$ cat src/rtl/sipo_deserializer.sv
// Serial-in parallel-out deserializer with start-bit framing, selectable bit
// order, a single-entry output register with valid/ready, and error flags.
module sipo_deserializer #(
  parameter int WIDTH = 8
) (
  input  logic             clk,
  input  logic             rst_n,
  input  logic             sin_valid,
  input  logic             sin_data,
  input  logic             sin_start,
  input  logic             msb_first,
  output logic             out_valid,
  output logic [WIDTH-1:0] out_data,
  input  logic             out_ready,
  output logic             busy,
  output logic             overrun,
  output logic             frame_err,
  input  logic             err_clr
);

  localparam int CW = $clog2(WIDTH + 1);

  typedef enum logic {IDLE, RECV} state_t;

  state_t           state, state_nxt;
  logic [CW-1:0]    cnt;
  logic [WIDTH-1:0] shreg, shreg_nxt;
  logic             msb_lat;
  logic             start_acc, bit_acc, last_acc, can_xfer;

  assign start_acc = sin_valid && sin_start;
  assign bit_acc   = sin_valid && !sin_start && (state == RECV);
  assign last_acc  = bit_acc && (cnt == CW'(WIDTH - 1));
  // Output register is free if empty or being drained this very cycle.
  assign can_xfer  = !out_valid || out_ready;
  assign busy      = (state == RECV);

  assign shreg_nxt = msb_lat ? {shreg[WIDTH-2:0], sin_data}
                             : {sin_data, shreg[WIDTH-1:1]};

  always_ff @(posedge clk or negedge rst_n) begin
    if (!rst_n) state <= IDLE;
    else        state <= state_nxt;
  end

  always_comb begin
    state_nxt = state;
    if (start_acc)     state_nxt = RECV;
    else if (last_acc) state_nxt = IDLE;
  end

  // Bit 0 is placed at the far end so the remaining shifts walk it home.
  always_ff @(posedge clk or negedge rst_n) begin
    if (!rst_n) begin
      shreg   <= '0;
      cnt     <= '0;
      msb_lat <= 1'b0;
    end else if (start_acc) begin
      shreg   <= msb_first ? {{(WIDTH-1){1'b0}}, sin_data}
                           : {sin_data, {(WIDTH-1){1'b0}}};
      cnt     <= CW'(1);
      msb_lat <= msb_first;
    end else if (bit_acc) begin
      shreg <= shreg_nxt;
      cnt   <= last_acc ? '0 : cnt + CW'(1);
    end
  end

  always_ff @(posedge clk or negedge rst_n) begin
    if (!rst_n) begin
      out_valid <= 1'b0;
      out_data  <= '0;
      overrun   <= 1'b0;
      frame_err <= 1'b0;
    end else begin
      if (last_acc && can_xfer) begin
        out_valid <= 1'b1;
        out_data  <= shreg_nxt;
      end else if (out_valid && out_ready) begin
        out_valid <= 1'b0;
      end
      // A new drop wins over a simultaneous clear.
      overrun   <= (last_acc && !can_xfer) || (overrun && !err_clr);
      frame_err <= start_acc && (state == RECV);
    end
  end

endmodule

$ cat config.mk
export PLATFORM = sky130hd
export DESIGN_NAME = sipo_deserializer
export DESIGN_NICKNAME = d
export VERILOG_FILES = /design/src/rtl/sipo_deserializer.sv
export SDC_FILE = /design/constraint.sdc
export NUM_CORES = 1
export LEC_CHECK = 0
export CORE_ASPECT_RATIO = 0.8
export CORE_UTILIZATION = 45
export DETAILED_ROUTE_END_ITERATION = 12
export PLACE_DENSITY = 0.81
export SLEW_MARGIN = 0
export SYNTH_ARGS = -nofsm -noshare
export SYNTH_HDL_FRONTEND = slang
export SYNTH_SLANG_ARGS = --single-unit
$ cat constraint.sdc
create_clock -name clk -period 1.8 [get_ports clk]
set_input_delay 0.27 -clock clk [delete_from_list [all_inputs] [get_ports clk]]
set_output_delay 0.27 -clock clk [all_outputs]
set_load 0.05 [all_outputs]
==> results of run 1 <==
per-layer routing:
metal	global-route usage [%]	vias to the layer above	wire (microns)
li1	-	395	-
met1	24.9	415	1130
met2	25.7	21	1020
met3	6.34	0	118
met4	2.86	0	0
met5	0	-	0
timing repair:
action / in CTS / in global routing
cloned: 0 / 0
setup endpoints to repair: 4 / 4
buffers inserted: 0 / 0
resized for setup: 4 / 4
worst paths after layout:
kind	depth (start not counted)	endpoint	start	slack, ps
min reg2reg	2	shreg[0]$_DFFE_PN0P_	shreg[0]$_DFFE_PN0P_	520
max	1	frame_err	frame_err$_DFF_PN0_	70
min in group clk	2	overrun$_DFF_PN0_	err_clr	490
min	2	out_data[4]$_DFFE_PN0P_	rst_n	290
max in group asynchronous	2	frame_err$_DFF_PN0_	rst_n	1260
max reg2reg	6	out_data[5]$_DFFE_PN0P_	cnt[0]$_DFFE_PN0P_	180
where the power goes:
| part | internal, mW | switching [mW] |
|---|---|---|
| clock network | 0.0850 | 0.178 |
| logic | 0.130 | 0.200 |
| registers | 0.618 | 0.0484 |
logic make-up after synthesis:
kind of cell    Yosys count  synth area share, %
compound gates           20                 10.6
fa+ha+maj                 1                 1.08
buf+inv                  10                 4.00
flops                    25                 54.1
mux                      17                 17.0
simple gates             22                 13.2
layout make-up:
type	count	area, sq um
fill	201	983
sequential	25	626
multi-input combinational	60	484
timing repair buffer	27	248
tap	36	45.0
inverter	7	26.3
clock buffer	3	22.5
clock inverter	1	7.51
sequential cells by signal, summed over array words and instances (netlist names):
signal,flops
out_data,8
shreg,8
cnt,4
busy,1
frame_err,1
msb_lat,1
out_valid,1
overrun,1
Yosys cell counts (all sizes together) (2+ instances only):
cell type | instances | area (sq um)
a21oi | 3 | 15.0
mux2 | 9 | 116
mux2i | 8 | 80.1
o21ai | 9 | 45.0
inv | 7 | 26.3
buf | 2 | 16.3
nand2 | 10 | 37.5
dfrtp | 25 | 626
a22o | 3 | 26.3
placed cells by master (no fill, tap or decap):
| cell type | netlist | layout |
|---|---|---|
| a21boi_0 | 1 | 1 |
| a21o_1 | 1 | 1 |
| a21oi_1 | 3 | 3 |
| a22o_1 | 3 | 3 |
| and3b_2 | 1 | 1 |
| and4_2 | 1 | 1 |
| and4b_1 | 1 | 1 |
| buf_4 | 0 | 11 |
| clkbuf_4 | 0 | 3 |
| clkdlybuf4s50_1 | 0 | 8 |
| clkinvlp_4 | 0 | 1 |
| dfrtp_1 | 25 | 25 |
| dlygate4sd2_1 | 0 | 4 |
| dlymetal6s2s_1 | 0 | 4 |
| ha_1 | 1 | 1 |
| inv_1 | 7 | 7 |
| mux2_2 | 5 | 5 |
| mux2_4 | 4 | 4 |
| mux2i_1 | 8 | 8 |
| nand2_1 | 10 | 10 |
| nand2b_1 | 1 | 1 |
| nand3_1 | 1 | 1 |
| nand3b_4 | 1 | 1 |
| nor2_1 | 1 | 1 |
| nor3_1 | 1 | 1 |
| nor3b_1 | 1 | 1 |
| nor4b_4 | 1 | 1 |
| o21ai_0 | 9 | 9 |
| o21bai_1 | 1 | 1 |
| o22ai_1 | 1 | 1 |
| o31ai_1 | 1 | 1 |
| or3_1 | 1 | 1 |
| or4_1 | 1 | 1 |
==> flow_metrics.tcl, run 1 <==
set metrics [dict create \
    yosysUniqueCellTypes 30 \
    grt_pass1_vias 737 \
    io_buffers 19 \
    avgSynthCellArea_sq_um 12.2 \
    cp_slowest_cell "clkdlybuf4s50_1" \
    grt-ovfl-total 0 \
    power.leakage_nw 0.734 \
    layout.cells.non_filler 159 \
    numClockSinks 25 \
    io_pins 20 \
    ant_nets 0 \
    cts_buffers 3 \
    vias 831 \
    antenna_found_initial 0 \
    final_hold_viol_count 0 \
    wire_per_inst_microns 14.2 \
    clk_pin_slew_worst_paths_ps 150 \
    drc 0 \
    cts-hold-fix-buffers 0 \
    clk_path_buf_depth 2 \
    ys_warn_count 0 \
    max_freq_mhz 578 \
    p_per_area_mw_per_mm2 863 \
    synth_ff_type "dfrtp_1" \
    holdWs_ps 291 \
    final_area_sq_mm 0.00146 \
    area_growth_pct 26.2 \
    cp.arrival_ps 1460 \
    fin_ws_ps 68.4 \
    drive_gt1_share_pct 22.8 \
    pre_cts_ws_ps -1.20 \
    synthArstFlopShare_pct 100 \
    crit_path_max_incr_delay_ps 800 \
    syn-num-nets 104 \
    nNetsFinal 133 \
    htree_levels 1 \
    vdd.ir_drop.worst_v 0.000561 \
    vias_per_cell 5.23 \
    track_usage_pct 17.4 \
    ys_seq_area_share_pct 54.1 \
    outcome "finished clean" \
    timing.final.crit_share_pct 96.2 \
    cp_top_family "buffers and inverters" \
    worst_slew_pin_slew_ps 708 \
    finalSetupTns_ps 0 \
    drv_slew 0 \
    initial_utilization_pct 47.3 \
    cp_num_buf_inv 1 \
    setup_violations 0 \
    drt-initial-drc-count 17 \
    fin_skew_ps 10.3 \
    crit_chain "clkdlybuf4s50_1" \
    min_period_ps 1730 \
    clk_latency_ps 330 \
    routed_wirelength_microns 2270 \
    slew_headroom_pct 52.3 \
    critPathKind "register to output pin" \
    syn_inst 95 \
    rows 16 \
    placed_area_sq_mm 0.00142 \
    crit_required_ps 1530 \
    grt_max_degree 26 \
    start_kind "register" \
    die_area_sq_mm 0.00278 \
    diodes 0 \
    synth_edf_count 0 \
    end_kind "output pin" \
    min_path_type "primary input to async pin" \
    cts_tree "yes" \
    gp_congestion 0.749 \
    dp_cells 155 \
    drt_pass1_iterations 4 \
    dp_hpwl_microns 1660 \
    crit_fanout 1 \
    core_area_sq_mm 0.00244 \
    die_y_microns 47.3 \
    clockRootBuffer "clkbuf_4" \
    fin_util_pct 59.7 \
    grt_pass1_wl_microns 3460 \
    maxCapViolCount 0 \
    dieWidth_microns 58.7 \
    synth-seq-cells 25 \
    synth_area_sq_mm 0.00116 \
    rsz0062_at_grt "no" \
    power.total_mw 1.26 \
]
Note: power is estimated with default switching activity, not from simulation.
==> run 2, diff against run 1 <==
--- a/config.mk
+++ b/config.mk
@@ -6,9 +6,9 @@
 export NUM_CORES = 1
 export LEC_CHECK = 0
 export CORE_ASPECT_RATIO = 0.8
-export CORE_UTILIZATION = 45
+export CORE_UTILIZATION = 51
 export DETAILED_ROUTE_END_ITERATION = 12
-export PLACE_DENSITY = 0.81
+export PLACE_DENSITY = 0.88
 export SLEW_MARGIN = 0
 export SYNTH_ARGS = -nofsm -noshare
 export SYNTH_HDL_FRONTEND = slang
==> run 2 against run 1 <==
Against the previous run:
- maximum frequency fell by 0.51%
- largest power group unchanged
- final cell count fell by 5.7%
- via count fell by 0.60%
- setup slack got worse by 8.9 ps
- critical path type unchanged
==> flow_metrics.tcl, run 2 (synthesized netlist as in run 1, its figures left out) <==
set metrics [dict create \
    drv_slew 0 \
    worst_slew_pin_slew_ps 596 \
    io_pins 20 \
    timing.final.crit_share_pct 96.7 \
    grt_pass1_wl_microns 3710 \
    dp_hpwl_microns 1690 \
    power.leakage_nw 0.775 \
    start_kind "register" \
    die_area_sq_mm 0.00246 \
    use_met2_pct 32.5 \
    layout_common_cells "25 x dfrtp_1, 11 x buf_4, 10 x nand2_1" \
    antenna_found_initial 0 \
    slew_headroom_pct 59.8 \
    crit_chain "clkdlybuf4s50_1" \
    dieWidth_microns 55.2 \
    vias_per_cell 5.51 \
    rsz0062_at_grt "no" \
    diodes 0 \
    clockRootBuffer "clkbuf_4" \
    min_path_type "primary input to async pin" \
    clk_latency_ps 330 \
    maxCapViolCount 0 \
    nNetsFinal 135 \
    grt_use_met1_pct 26.3 \
    final_hold_viol_count 0 \
    power.total_mw 1.27 \
    vdd.ir_drop.worst_v 0.000523 \
    finalSetupTns_ps 0 \
    htree_levels 1 \
    pre_cts_ws_ps -60.3 \
    cp.arrival_ps 1470 \
    track_usage_pct 20.1 \
    layout_commonest_cell "dfrtp_1" \
    numClockSinks 25 \
    drt-initial-drc-count 9 \
    cp_top_family "buffers and inverters" \
    min_period_ps 1740 \
    wire_per_inst_microns 15.3 \
    clk_pin_slew_worst_paths_ps 150 \
    end_kind "output pin" \
    die_y_microns 44.6 \
    crit_path_max_incr_delay_ps 800 \
    grt-ovfl-total 0 \
    setup_violations 0 \
    vias 826 \
    drc 0 \
    fin_skew_ps 12.0 \
    cts_buffers 3 \
    drive_gt1_share_pct 22.4 \
    ant_nets 0 \
    fin_util_pct 68.9 \
    drt_pass1_iterations 6 \
    critPathKind "register to output pin" \
    outcome "finished clean" \
    crit_fanout 1 \
    fillers 149 \
    crit_required_ps 1530 \
    fin_ws_ps 59.5 \
    io_buffers 19 \
    gp_congestion 0.787 \
    clk_path_buf_depth 2 \
    cts_tree "yes" \
    core_area_sq_mm 0.00214 \
    largestRegisters "out_data: 8 flops, shreg: 8 flops, cnt: 4 flops" \
    grt_max_degree 16 \
    rows 15 \
    cp_num_buf_inv 1 \
    area_growth_pct 27.5 \
    met3_usage_pct 7.31 \
    max_freq_mhz 575 \
    grt_pass1_vias 816 \
    gr-max-usage-layer "met2" \
    cp_slowest_cell "clkdlybuf4s50_1" \
    p_per_area_mw_per_mm2 858 \
    initial_utilization_pct 54.0 \
    holdWs_ps 223 \
    routed_wirelength_microns 2290 \
]
run 2: cell count changes in the layout (fill, tap and decap cells not counted), sizes merged:
cell,change
dlygate4sd2,-1
dlymetal6s2s,+3
run 2: final timing paths:
path | start | endpoint | slack (ps) | cells past startpoint
max in group asynchronous | rst_n | shreg[6]$_DFFE_PN0P_ | 1080 | 2
worst min-delay path | rst_n | out_data[4]$_DFFE_PN0P_ | 220 | 1
min in group clk | err_clr | overrun$_DFF_PN0_ | 500 | 2
worst min register to register | shreg[7]$_DFFE_PN0P_ | shreg[7]$_DFFE_PN0P_ | 500 | 2
worst max register to register | cnt[1]$_DFFE_PN0P_ | out_data[3]$_DFFE_PN0P_ | 170 | 6
worst max-delay path | frame_err$_DFF_PN0_ | frame_err | 60 | 1
run 2: repair_timing:
action | 4_1_cts | 5_1_grt
resized for setup | 3 | 7
cloned | 0 | 0
endpoints found under the setup margin | 3 | 8
hold buffers | 0 | 0
buffers inserted | 0 | 1
hold endpoints to repair | 0 | 0
run 2: per-layer routing:
metal,part of all wire [%],routed length (microns)
met5,0,0
met4,0.35,8
met3,4.9,113
met2,47,1070
met1,48,1100
run 2: report_power, final:
part	switching [mW]	internal [mW]	leakage [nW]
combinational	0.203	0.137	0.446
clock	0.175	0.0851	0.0139
sequential	0.0474	0.618	0.315
run 2: final cells by class:
class | count | area, sq um | share of cell area (%)
Inverter | 7 | 26.3 | 1.78
Multi-Input combinational cell | 60 | 484 | 32.9
Timing Repair Buffer | 29 | 277 | 18.8
Tap cell | 25 | 31.3 | 2.12
Clock inverter | 1 | 7.51 | 0.509
Sequential cell | 25 | 626 | 42.4
Clock buffer | 3 | 22.5 | 1.53
run 2: stage by stage:
stage	std cells	cell area (sq um)
4_1_cts	149	1450
3_3_place_gp	145	1420
5_1_grt	150	1470
6_report	150	1470
3_5_place_dp	145	1420
2_1_floorplan	95	1160
